===== src/rtl/mem_port_arbiter.sv =====
// Single-port SRAM arbiter: boot > round-robin(data, instr), with boot lock.
// Optional MEM_PORT_ARBITER_RANGE_CHK_EN rejects addresses >= MEM_SIZE.
module mem_port_arbiter #(
    parameter int MEM_SIZE = 4096,
    parameter int AW       = $clog2(MEM_SIZE / 4)
) (
    input  logic          clk,
    input  logic          rst_n,
    input  logic          boot_lock_i,

    input  logic          boot_req_i,
    input  logic          boot_we_i,
    input  logic [3:0]    boot_be_i,
    input  logic [31:0]   boot_addr_i,
    input  logic [31:0]   boot_wdata_i,
    output logic          boot_gnt_o,
    output logic          boot_rvalid_o,
    output logic [31:0]   boot_rdata_o,
    output logic          boot_err_o,

    input  logic          data_req_i,
    input  logic          data_we_i,
    input  logic [3:0]    data_be_i,
    input  logic [31:0]   data_addr_i,
    input  logic [31:0]   data_wdata_i,
    output logic          data_gnt_o,
    output logic          data_rvalid_o,
    output logic [31:0]   data_rdata_o,
    output logic          data_err_o,

    input  logic          instr_req_i,
    input  logic          instr_we_i,
    input  logic [3:0]    instr_be_i,
    input  logic [31:0]   instr_addr_i,
    input  logic [31:0]   instr_wdata_i,
    output logic          instr_gnt_o,
    output logic          instr_rvalid_o,
    output logic [31:0]   instr_rdata_o,
    output logic          instr_err_o,

    output logic          mem_req_o,
    output logic          mem_we_o,
    output logic [3:0]    mem_be_o,
    output logic [AW-1:0] mem_addr_o,
    output logic [31:0]   mem_wdata_o,
    input  logic [31:0]   mem_rdata_i,

    output logic          lock_active_o
);

    typedef enum logic [1:0] {
        ARB     = 2'd0,
        LOCK    = 2'd1,
        RELEASE = 2'd2
    } state_e;

    state_e      state_q, state_d;
    logic        rr_q, rr_d;
    logic [2:0]  src_q, src_d;
    logic        err_q, err_d;

    logic        boot_ok, cpu_ok;
    logic        gnt_b, gnt_d, gnt_i, any_gnt;
    logic        oor;
    logic        sel_we;
    logic [3:0]  sel_be;
    logic [31:0] sel_addr;
    logic [31:0] sel_wdata;
    logic [31:0] rdata;

    always_comb begin
        state_d = state_q;
        unique case (state_q)
            ARB:     if (boot_lock_i)  state_d = LOCK;
            LOCK:    if (!boot_lock_i) state_d = RELEASE;
            RELEASE: state_d = ARB;
            default: state_d = ARB;
        endcase
    end

    // A lock request in an ARB cycle already fences the CPU out.
    assign boot_ok = rst_n && (state_q != RELEASE);
    assign cpu_ok  = rst_n && (state_q == ARB) && !boot_lock_i;

    assign gnt_b   = boot_ok && boot_req_i;
    assign gnt_d   = cpu_ok && !boot_req_i && data_req_i
                     && (!instr_req_i || !rr_q);
    assign gnt_i   = cpu_ok && !boot_req_i && instr_req_i
                     && (!data_req_i || rr_q);
    assign any_gnt = gnt_b || gnt_d || gnt_i;

    always_comb begin
        sel_we    = 1'b0;
        sel_be    = '0;
        sel_addr  = '0;
        sel_wdata = '0;
        unique case (1'b1)
            gnt_b: begin
                sel_we    = boot_we_i;
                sel_be    = boot_be_i;
                sel_addr  = boot_addr_i;
                sel_wdata = boot_wdata_i;
            end
            gnt_d: begin
                sel_we    = data_we_i;
                sel_be    = data_be_i;
                sel_addr  = data_addr_i;
                sel_wdata = data_wdata_i;
            end
            gnt_i: begin
                sel_we    = 1'b0;
                sel_be    = instr_be_i;
                sel_addr  = instr_addr_i;
                sel_wdata = instr_wdata_i;
            end
            default: ;
        endcase
    end

`ifdef MEM_PORT_ARBITER_RANGE_CHK_EN
    assign oor = any_gnt && (sel_addr >= 32'(MEM_SIZE));
    logic unused_bits;
    assign unused_bits = ^{instr_we_i, sel_addr[1:0]};
`else
    assign oor = 1'b0;
    logic unused_bits;
    assign unused_bits = ^{instr_we_i, sel_addr[1:0], sel_addr[31:AW+2]};
`endif

    assign mem_req_o   = any_gnt && !oor;
    assign mem_we_o    = mem_req_o && sel_we;
    assign mem_be_o    = sel_be;
    assign mem_addr_o  = sel_addr[AW+1:2];
    assign mem_wdata_o = sel_wdata;

    always_comb begin
        rr_d = rr_q;
        if (gnt_d) rr_d = 1'b1;
        if (gnt_i) rr_d = 1'b0;
    end

    assign src_d = {gnt_b, gnt_d, gnt_i};
    assign err_d = oor;

    always_ff @(posedge clk or negedge rst_n) begin
        if (!rst_n) begin
            state_q <= ARB;
            rr_q    <= 1'b0;
            src_q   <= '0;
            err_q   <= 1'b0;
        end else begin
            state_q <= state_d;
            rr_q    <= rr_d;
            src_q   <= src_d;
            err_q   <= err_d;
        end
    end

    assign rdata = err_q ? 32'h0 : mem_rdata_i;

    assign boot_gnt_o     = gnt_b;
    assign data_gnt_o     = gnt_d;
    assign instr_gnt_o    = gnt_i;

    assign boot_rvalid_o  = src_q[2];
    assign data_rvalid_o  = src_q[1];
    assign instr_rvalid_o = src_q[0];

    assign boot_rdata_o   = rdata;
    assign data_rdata_o   = rdata;
    assign instr_rdata_o  = rdata;

    assign boot_err_o     = src_q[2] && err_q;
    assign data_err_o     = src_q[1] && err_q;
    assign instr_err_o    = src_q[0] && err_q;

    assign lock_active_o  = (state_q != ARB);

endmodule


===== config.mk =====
export PLATFORM = sky130hd
export DESIGN_NAME = mem_port_arbiter
export DESIGN_NICKNAME = d
export VERILOG_FILES = /design/src/rtl/mem_port_arbiter.sv
export SDC_FILE = /design/constraint.sdc
export NUM_CORES = 1
export LEC_CHECK = 0
export CAP_MARGIN = 10
export CORE_AREA = 4 4 154 156
export DETAILED_ROUTE_END_ITERATION = 8
export DIE_AREA = 0 0 158 160
export SYNTH_ARGS = -nofsm -noshare
export SYNTH_HDL_FRONTEND = slang
export SYNTH_SLANG_ARGS = --single-unit

===== constraint.sdc =====
create_clock -name clk -period 2 [get_ports clk]
set_input_delay 0.4 -clock clk [delete_from_list [all_inputs] [get_ports clk]]
set_output_delay 0.4 -clock clk [all_outputs]
set_load 0.02 [all_outputs]

==> results.tsv <==
metric	value	unit
numPortBuffers	200	
ff2ff_path_depth	5	
p_leak	1.69	nW
combPwrFrac	70.7	%
failed_checks	setup timing	
vdd_ir_drop_max	0.244	mV
p_total	1.63	mW
setup_slack	-0.0870	ns
grt_pass1_vias	2649	
worstSetupPathType	reg -> out	
fp.dieH	160	um
synth-seq-cells	6	
synth_cell_types	22	
dr.pass1.iters	4	
num_antenna_cells	0	
coreArea	22400	um^2
syn_inst	242	
hold_path.class	in -> async	
grt_pass1_wl	15400	um
p_sw_share	33.3	%
finalCritPeriodShare	104	%
drt-initial-drc-count	104	
gp_congestion	0.729	
p_per_area	383	nW/um^2
netlist_top_cells_count	99 x buf_4, 47 x a32o_1, 46 x a22o_1	
p_clk_share	20.3	%
synthToLayoutAreaGrowth	108	%
start_util	9.17	%
wire_per_inst	17.9	um
dieWidth	158	um
drv_slew	0	
power.share.sequential	9.0	%
die_area	25300	um^2
dp_hpwl	8560	um
ys_warn_count	0	
synth_area_leaders	buf_4 36%, a32o_1 23%, a22o_1 20%	
synth-main-ff-cell	dfrtp_1	
antenna_found_initial	2	
status	finished with violations	
final_area	4270	um^2
cp_max_fo	7	
clock_sinks	6	
yosys.area.top_type	buf_4	
rsz0062_at_grt	yes	
routed_wl	11700	um
finalHoldViolations	0	
critPathArrivalTime	1.69	ns
antenna_left	0	
insertion_delay	0.23	ns
cts_hold_buf	0	
grtUsageTotal	8.04	%
cts_root_buffer	clkbuf_16	
synth_edf_count	0	
setup.worst_path.start_class	flop	
finalNetCount	614	
p_switching	544	uW
postLayoutCoreUtil	19.1	%
synthDominantCellAreaShare	36.2	%
post_drt_via_cell_ratio	3.78	
fp-row-count	55	
grt_max_degree	21	
clock.fmax	479	MHz
synth.most_common_cell	buf_4	
syn_area_per_cell	8.47	um^2
tritoncts	done	
yosysSeqAreaShare	7.32	%
netlist_area	2050	um^2
p_int	1.09	mW
grt_overflow	0	
cp.required	1.60	ns
min_period	2.09	ns
vias	2464	
postPlaceCellArea	3840	um^2
setup_violations	46	
clkTransAtPathRegs	0.04	ns
async_flop_share	100	%
drive_gt1_share	31.3	%
htree_levels	1	
maxCapViolCount	0	
drc	0	
whs	0.285	ns
place_ws	-0.901	ns
end_kind	primary output	
skew	0.00345	ns
cts_buffer_depth	2	
cts-buffers-inserted	3	
ioPinCount	399	
-- critical path, stage by stage (launching register included) --
cell	delay, ns
dfrtp_1	0.42
nand2b_4	0.24
buf_8	0.17
a32o_1	0.26
a22o_4	0.23
buf_6	0.13
-- registers in the layout, indices dropped and copies added (netlist names) --
signal	flops
rr_q	1
state_q	2
src_q	3
-- per-stage QoR --
stage | instances | setup TNS, ns
after global routing | 652 | -4.74
after CTS | 649 | -1.25
after floorplan | 244 | 0
after detailed placement | 629 | -40.77
after global placement | 629 | -39.61
final | 652 | -2.45
-- cells by family after synthesis --
group                  share of synthesized area, %
DFF                                            7.32
AOI/OAI and AO/OA                              44.7
and+or+nand+nor                                3.29
other                                         0.183
buffers and inverters                          44.5
-- per-layer routing --
metal / up-vias / wire length, um / track usage (%)
met5: - / 26 / 0
met4: 4 / 594 / 4.19
li1: 1097 / - / -
met1: 1132 / 3710 / 7.14
met2: 166 / 6060 / 15.7
met3: 65 / 1310 / 2.66
-- cells in the final DEF, fill, tap and decap left out, types with 2 or more instances in the layout --
master	n
clkdlybuf4s50_1	143
buf_6	48
a32o_1	45
a22o_1	45
buf_4	15
buf_2	14
buf_12	13
dfrtp_1	6
clkbuf_16	4
buf_16	4
conb_1	3
or2_2	2
nor2_2	2
a32o_2	2
clkdlybuf4s15_1	2
-- what timing repair did --
item,4_1_cts,5_1_grt
cloned,5,1
resized for setup,271,37
pin swaps,15,16
hold endpoints to repair,0,0
setup buffers,12,4
setup endpoints to repair,51,50
-- final timing paths --
path	end	startpoint	slack (ns)
worst max-delay path	mem_be_o[2]	rr_q$_DFFE_PN0P_	-0.09
worst min-delay path	state_q[0]$_DFFE_PN0P_	rst_n	0.28
worst max register to register	rr_q$_DFFE_PN0P_	state_q[1]$_DFFE_PN0P_	0.74
worst min register to register	state_q[0]$_DFFE_PN0P_	state_q[1]$_DFFE_PN0P_	0.59
max in group asynchronous	src_q[0]$_DFF_PN0_	rst_n	1.59
min in group clk	rr_q$_DFFE_PN0P_	data_req_i	0.58
-- layout make-up --
type,instances,area [um^2]
multi-input combinational,112,1040
tap,285,357
fill,2453,18100
timing repair buffer,245,2640
sequential,6,150
clock buffer,3,75.1
inverter,1,6.26
-- power groups by stage --
stage                     clock network [mW]  logic, mW  registers [mW]
final                                  0.332       1.16           0.147
after global routing                   0.348       1.22           0.149
after CTS                              0.337       1.13           0.146
after detailed placement                   0       1.02           0.149
after global placement                     0       1.01           0.148
after floorplan                            0      0.727           0.147
Note: power is estimated with default switching activity, not from simulation.
